==> src/rtl/vga_text_render.sv <==
// vga_text_render: 100x37 text-mode pixel pipeline (8x16 glyphs, CGA palette, blinking underline cursor)
// Ports: clock/rst_i; hs_in/vs_in/h_active/v_active from the timing generator;
// text_addr/text_data and font_addr/font_data to 1-cycle-latency synchronous memories;
// cursor_en/cursor_col/cursor_row; vga_r/g/b/hs/vs/de aligned 3 cycles after the inputs.
module vga_text_render #(
  parameter int COLS = 100,
  parameter int ROWS = 37,
  parameter int ADDR_W = 12,
  parameter int BLINK_FRAMES = 30
) (
  input  logic              clock,
  input  logic              rst_i,
  input  logic              hs_in,
  input  logic              vs_in,
  input  logic              h_active,
  input  logic              v_active,
  output logic [ADDR_W-1:0] text_addr,
  input  logic [15:0]       text_data,
  output logic [11:0]       font_addr,
  input  logic [7:0]        font_data,
  input  logic              cursor_en,
  input  logic [6:0]        cursor_col,
  input  logic [5:0]        cursor_row,
  output logic [7:0]        vga_r,
  output logic [7:0]        vga_g,
  output logic [7:0]        vga_b,
  output logic              vga_hs,
  output logic              vga_vs,
  output logic              vga_de
);
  localparam int BW = BLINK_FRAMES > 1 ? $clog2(BLINK_FRAMES) : 1;
  logic [9:0] x, y;
  logic h_prev, vs_prev, phase;
  logic [BW-1:0] frame_cnt;
  logic [3:0] gr1, fg2, bg2;
  logic [2:0] xl1, xl2, hs_d, vs_d, de_d;
  logic hit1, hit2, ok1, ok2;
  logic [6:0] col;
  logic [5:0] row;
  logic [3:0] gr, idx;
  logic hit0, ok0, pix;
  function automatic logic [7:0] lvl(input logic b, input logic hi);
    return b ? (hi ? 8'hFF : 8'hAA) : (hi ? 8'h55 : 8'h00);
  endfunction
  function automatic logic [23:0] pal(input logic [3:0] i);
    return {lvl(i[2], i[3]), i == 4'd6 ? 8'h55 : lvl(i[1], i[3]), lvl(i[0], i[3])};
  endfunction
  always_comb begin
    col = x[9:3];
    row = y[9:4];
    gr = y[3:0];
    text_addr = ADDR_W'(32'(row) * COLS + 32'(col));
    hit0 = cursor_en & phase & (col == cursor_col) & (row == cursor_row) & (gr[3:1] == 3'b111);
    ok0 = 32'(row) < ROWS;
    // font lookup must be combinational from text_data to keep the fixed 3-cycle latency
    font_addr = rst_i ? 12'd0 : {text_data[7:0], gr1};
    pix = font_data[3'd7 - xl2];
    // cursor swaps fg/bg, which is the same as inverting the glyph bit
    idx = (pix ^ hit2) ? fg2 : bg2;
  end
  always_ff @(posedge clock or posedge rst_i) begin
    if (rst_i) begin
      x <= '0;
      y <= '0;
      h_prev <= 1'b0;
      vs_prev <= 1'b0;
      phase <= 1'b0;
      frame_cnt <= '0;
      gr1 <= '0;
      xl1 <= '0;
      hit1 <= 1'b0;
      ok1 <= 1'b0;
      fg2 <= '0;
      bg2 <= '0;
      xl2 <= '0;
      hit2 <= 1'b0;
      ok2 <= 1'b0;
      hs_d <= '0;
      vs_d <= '0;
      de_d <= '0;
      vga_r <= '0;
      vga_g <= '0;
      vga_b <= '0;
    end else begin
      h_prev <= h_active;
      vs_prev <= vs_in;
      x <= !h_active ? 10'd0 : x + 10'(v_active);
      y <= !v_active ? 10'd0 : y + 10'(h_prev & ~h_active);
      if (vs_in & ~vs_prev) begin
        frame_cnt <= (frame_cnt == BW'(BLINK_FRAMES - 1)) ? '0 : frame_cnt + 1'b1;
        if (frame_cnt == BW'(BLINK_FRAMES - 1)) phase <= ~phase;
      end
      gr1 <= gr;
      xl1 <= x[2:0];
      hit1 <= hit0;
      ok1 <= ok0;
      fg2 <= text_data[11:8];
      bg2 <= text_data[15:12];
      xl2 <= xl1;
      hit2 <= hit1;
      ok2 <= ok1;
      hs_d <= {hs_d[1:0], hs_in};
      vs_d <= {vs_d[1:0], vs_in};
      de_d <= {de_d[1:0], h_active & v_active};
      {vga_r, vga_g, vga_b} <= (de_d[1] & ok2) ? pal(idx) : 24'd0;
    end
  end
  assign vga_hs = hs_d[2];
  assign vga_vs = vs_d[2];
  assign vga_de = de_d[2];
endmodule

==> config.mk <==
export PLATFORM = sky130hd
export DESIGN_NAME = vga_text_render
export DESIGN_NICKNAME = d
export VERILOG_FILES = /design/src/rtl/vga_text_render.sv
export SDC_FILE = /design/constraint.sdc
export NUM_CORES = 1
export LEC_CHECK = 0
export ABC_AREA = 1
export CAP_MARGIN = 10
export CORE_MARGIN = 2
export CORE_UTILIZATION = 30
export CTS_CLUSTER_DIAMETER = 50
export DETAILED_ROUTE_END_ITERATION = 12
export PLACE_DENSITY = 0.61
export SYNTH_ARGS = -nofsm -noshare
export SYNTH_HDL_FRONTEND = slang
export SYNTH_SLANG_ARGS = --single-unit
==> constraint.sdc <==
create_clock -name clock -period 3.05 [get_ports clock]
set_clock_uncertainty 0.1 [all_clocks]
set_input_delay 0.61 -clock clock [delete_from_list [all_inputs] [get_ports clock]]
set_output_delay 0.61 -clock clock [all_outputs]
set_load 0.01 [all_outputs]
==> summary.md <==
| Metric | Value |
|---|---|
| DRC | `0` |
| Total global-route track usage | `13.9%` |
| Routed WL per cell | `~13 um` |
| Initial antenna violation count | `0` |
| Delay-heaviest family, CP | `adder cells` |
| Max Cap Violations | `0` |
| Worst slew pin tran | `0.434 ns` |
| Failing checks | `negative setup slack` |
| Max Transition Viols Final | `0` |
| First-pass DRT Iterations | `4` |
| Synth cell types | `33` |
| Total CTS buffers | `9` |
| Netlist Area Pre-Place | `between 3000 and 4000 um2` |
| Peak VDD IR | `a little under 300 uV` |
| Hold Path Class | `reg -> reg` |
| Post-layout net count | `~580` |
| Initial Util | `30.9%` |
| Cells after Synth | `384` |
| WP data arrival | `2.95 ns` |
| Crit end category | `primary output` |
| Required @ worst endpoint | `2.34 ns` |
| Most common cell after layout, fill and taps aside | `clkdlybuf4s50_1` |
| Clock transition at path regs | `0.06 ns` |
| Final ANT Viol Nets | `0` |
| GR peak layer | `met2` |
| RSZ-0062 raised after global routing | `true` |
| Die height | `113 um` |
| Most common cell type on the critical path | `ha_4` |
| Pre-CTS WS | `-0.742 ns` |
| Vias in the first global route | `3,057` |
| Global-route wire length before repair | `14.1 mm` |
| Worst setup path class | `reg -> out` |
| Status | `finished with violations` |
| Final Cycle Share | `120%` |
| Rel. slew slack | `between 70 and 80%` |
| Share of the synthesized area in the top cell type | `44.5%` |
| Non-Filler Instances | `649` |
| Met3 usage | `3.67%` |
| FF+latch count, synth | `63` |
| Highest Clock Rate | `274 MHz` |
| CTS tree | `yes` |
| Placed Instances | `626` |
| Most frequent cells in the layout | `clkdlybuf4s50_1 (86), dfrtp_1 (62), inv_1 (49), nand2_1 (43)` |
| Most used DFF post-synth | `dfrtp_1` |
| Post-synth net total | `464` |
| Endpoints failing hold | `0` |
| Lkg Pwr | `2.51 nW` |
| H-tree levels | `3` |
| Fillcell total | `1,065` |
| Core area | `around 11,000 um2` |
| Slowest stage delay, CP | `roughly 0.39 ns` |
| N_diodes | `0` |
| CP Max Fanout | `3` |
| Setup_tns | `-2.33 ns` |
| Final wirelength | `8.29 mm` |
| GR Util met1 | `16.5%` |
| Via count | `2,900` |
| FF+latch area | `1580 um2` |
| Largest area contributor in the netlist | `dfrtp_1` |
| Met2 GRT Util | `24.3%` |
| PwrDens | `437 nW/um2` |
| Crit-path slowest cell | `dfrtp_1` |
| Total power | `2.32 mW` |
| # hold bufs at CTS | `0` |
| Min cycle time layout | `3.66 ns` |
| Mean Syn Cell Area | `9.22 um2` |
| Worst-Skew Late Latency | `0.32 ns` |
| Die Wd | `~110 um` |
| Ports | `95` |
| Max clock buf depth | `2` |
| WHS | `~0.24 ns` |
| Area of the multi-input gates | `1810 um2` |
| Sink Count | `63` |
| # setup viols final | `5` |
| Crit start category | `flip-flop` |
| Most area-consuming cells after synthesis | `dfrtp_1 (45%), ha_1 (12%), inv_1 (5.9%), nand2_1 (5.0%), buf_4 (4.5%)` |
| Port Buffer Count | `94` |
| Share of layout cells above drive strength 1 | `22.1%` |
| Starting DRT DRC Count | `173` |
| Synth warnings | `0` |
| Area Overhead vs Synth | `49.9%` |
| GPL Wtd Cong | `0.814` |
| Aggregate global routing overflow | `0` |
| Largest net degree at the start of global routing | `47` |
| Post-DP HPWL | `6.41 mm` |
| Cell breakdown of the critical path | `buf_6 > ha_4 > ha_4 > ha_4 > inv_2 > fa_2 > xnor2_2 > inv_2 > nor2_1 > nand4_1 > o31ai_4 > nand2_1 > nand2_1 > nand2_2 > buf_6` |
| Number of synthesized flops with an enable pin | `0` |
| FFs w/ async S/R, synth | `100%` |
| Worst setup margin | `-0.606 ns` |
| Clock Tree Root | `clkbuf_16` |
| Die ar. | `12,700 um2` |
| Row cnt | `39` |
| Seq/Total Area, Yosys | `44.5%` |
| Worst Path Buf+Inv | `4` |
| DR vias/cell | `4.47` |
-- flip-flops by register name, indices dropped and copies added (netlist names) --
| signal | flops |
|---|---|
| vga_r | 1 |
| bg2 | 4 |
| h_prev | 1 |
| de_d | 3 |
| vga_b | 2 |
| ok1 | 1 |
| ok2 | 1 |
| hit1 | 1 |
| hs_d | 3 |
| phase | 1 |
| vs_d | 3 |
| xl2 | 3 |
| frame_cnt | 5 |
| y | 10 |
| vga_g | 2 |
| gr1 | 4 |
| fg2 | 4 |
| x | 10 |
| xl1 | 3 |
| hit2 | 1 |
-- metal layers --
| metal | wire, um | part of all wire, % | vias to the layer above |
|---|---|---|---|
| li1 | - | - | 1450 |
| met1 | 3510 | 42 | 1362 |
| met2 | 4210 | 51 | 78 |
| met3 | 463 | 5.6 | 10 |
| met4 | 112 | 1.4 | 0 |
| met5 | 0 | 0 | - |
-- through the flow --
stage,cell area [um2],util [%]
2_1_floorplan,3600,-
4_1_cts,5270,46.0
3_3_place_gp,4780,41.7
6_report,5310,46.3
5_1_grt,5310,46.3
3_5_place_dp,4780,41.7
-- report_power, final --
part	leakage [nW]	internal, mW	switching, mW
logic	1.55	0.166	0.147
clock network	0.148	0.712	0.354
registers	0.810	0.898	0.0435
total	2.51	1.78	0.545
-- synth_stat cells (3+ instances only) --
cell type / count
dfrtp_1: 63
inv_1: 56
nand2_1: 47
ha_1: 34
nor2_1: 32
a21oi_1: 25
buf_4: 21
nand3_1: 18
o21ai_0: 14
xor2_1: 11
xnor2_1: 10
nor3_1: 7
nand3_2: 6
inv_2: 5
nand4_1: 4
o21ai_1: 4
nand2_2: 3
nand3b_1: 3
-- worst paths after layout --
check	end	slack, ns	startpoint	depth (start not counted)
setup / recovery	text_addr[11]	-0.61	y[6]$_DFF_PP0_	15
max in group asynchronous	y[5]$_DFF_PP0_	1.41	rst_i	3
hold reg to reg	hs_d[2]$_DFF_PP0_	0.24	hs_d[1]$_DFF_PP0_	0
setup reg to reg	y[8]$_DFF_PP0_	1.34	h_prev$_DFF_PP0_	11
hold / removal	hs_d[2]$_DFF_PP0_	0.24	hs_d[1]$_DFF_PP0_	0
min in group asynchronous	hs_d[1]$_DFF_PP0_	0.84	rst_i	2
-- repair_timing --
item / 4_1_cts / 5_1_grt
setup buffers: 7 / 1
pin swaps: 17 / 10
endpoints found under the setup margin: 8 / 6
gates resized for setup: 53 / 5
-- kinds of logic (layout without fill, tap and decap cells) --
| logic type | after synthesis | after routing | share of synthesized area, % |
|---|---|---|---|
| AO/OA/AOI/OAI | 47 | 47 | 7.00 |
| XOR/XNOR | 22 | 22 | 5.65 |
| adder cells (fa/ha/maj) | 36 | 36 | 13.1 |
| buffers and inverters | 85 | 207 | 11.2 |
| flip-flops | 63 | 63 | 44.5 |
| AND/OR/NAND/NOR | 131 | 131 | 18.4 |
-- layout make-up --
class	count	area share [%]
Tap cell	143	3.37
Sequential cell	63	29.7
Inverter	62	4.39
Multi-Input combinational cell	236	34.0
Clock buffer	10	4.32
Timing Repair Buffer	129	22.6
Clock inverter	6	1.60
(Power assumes the default switching activity.)
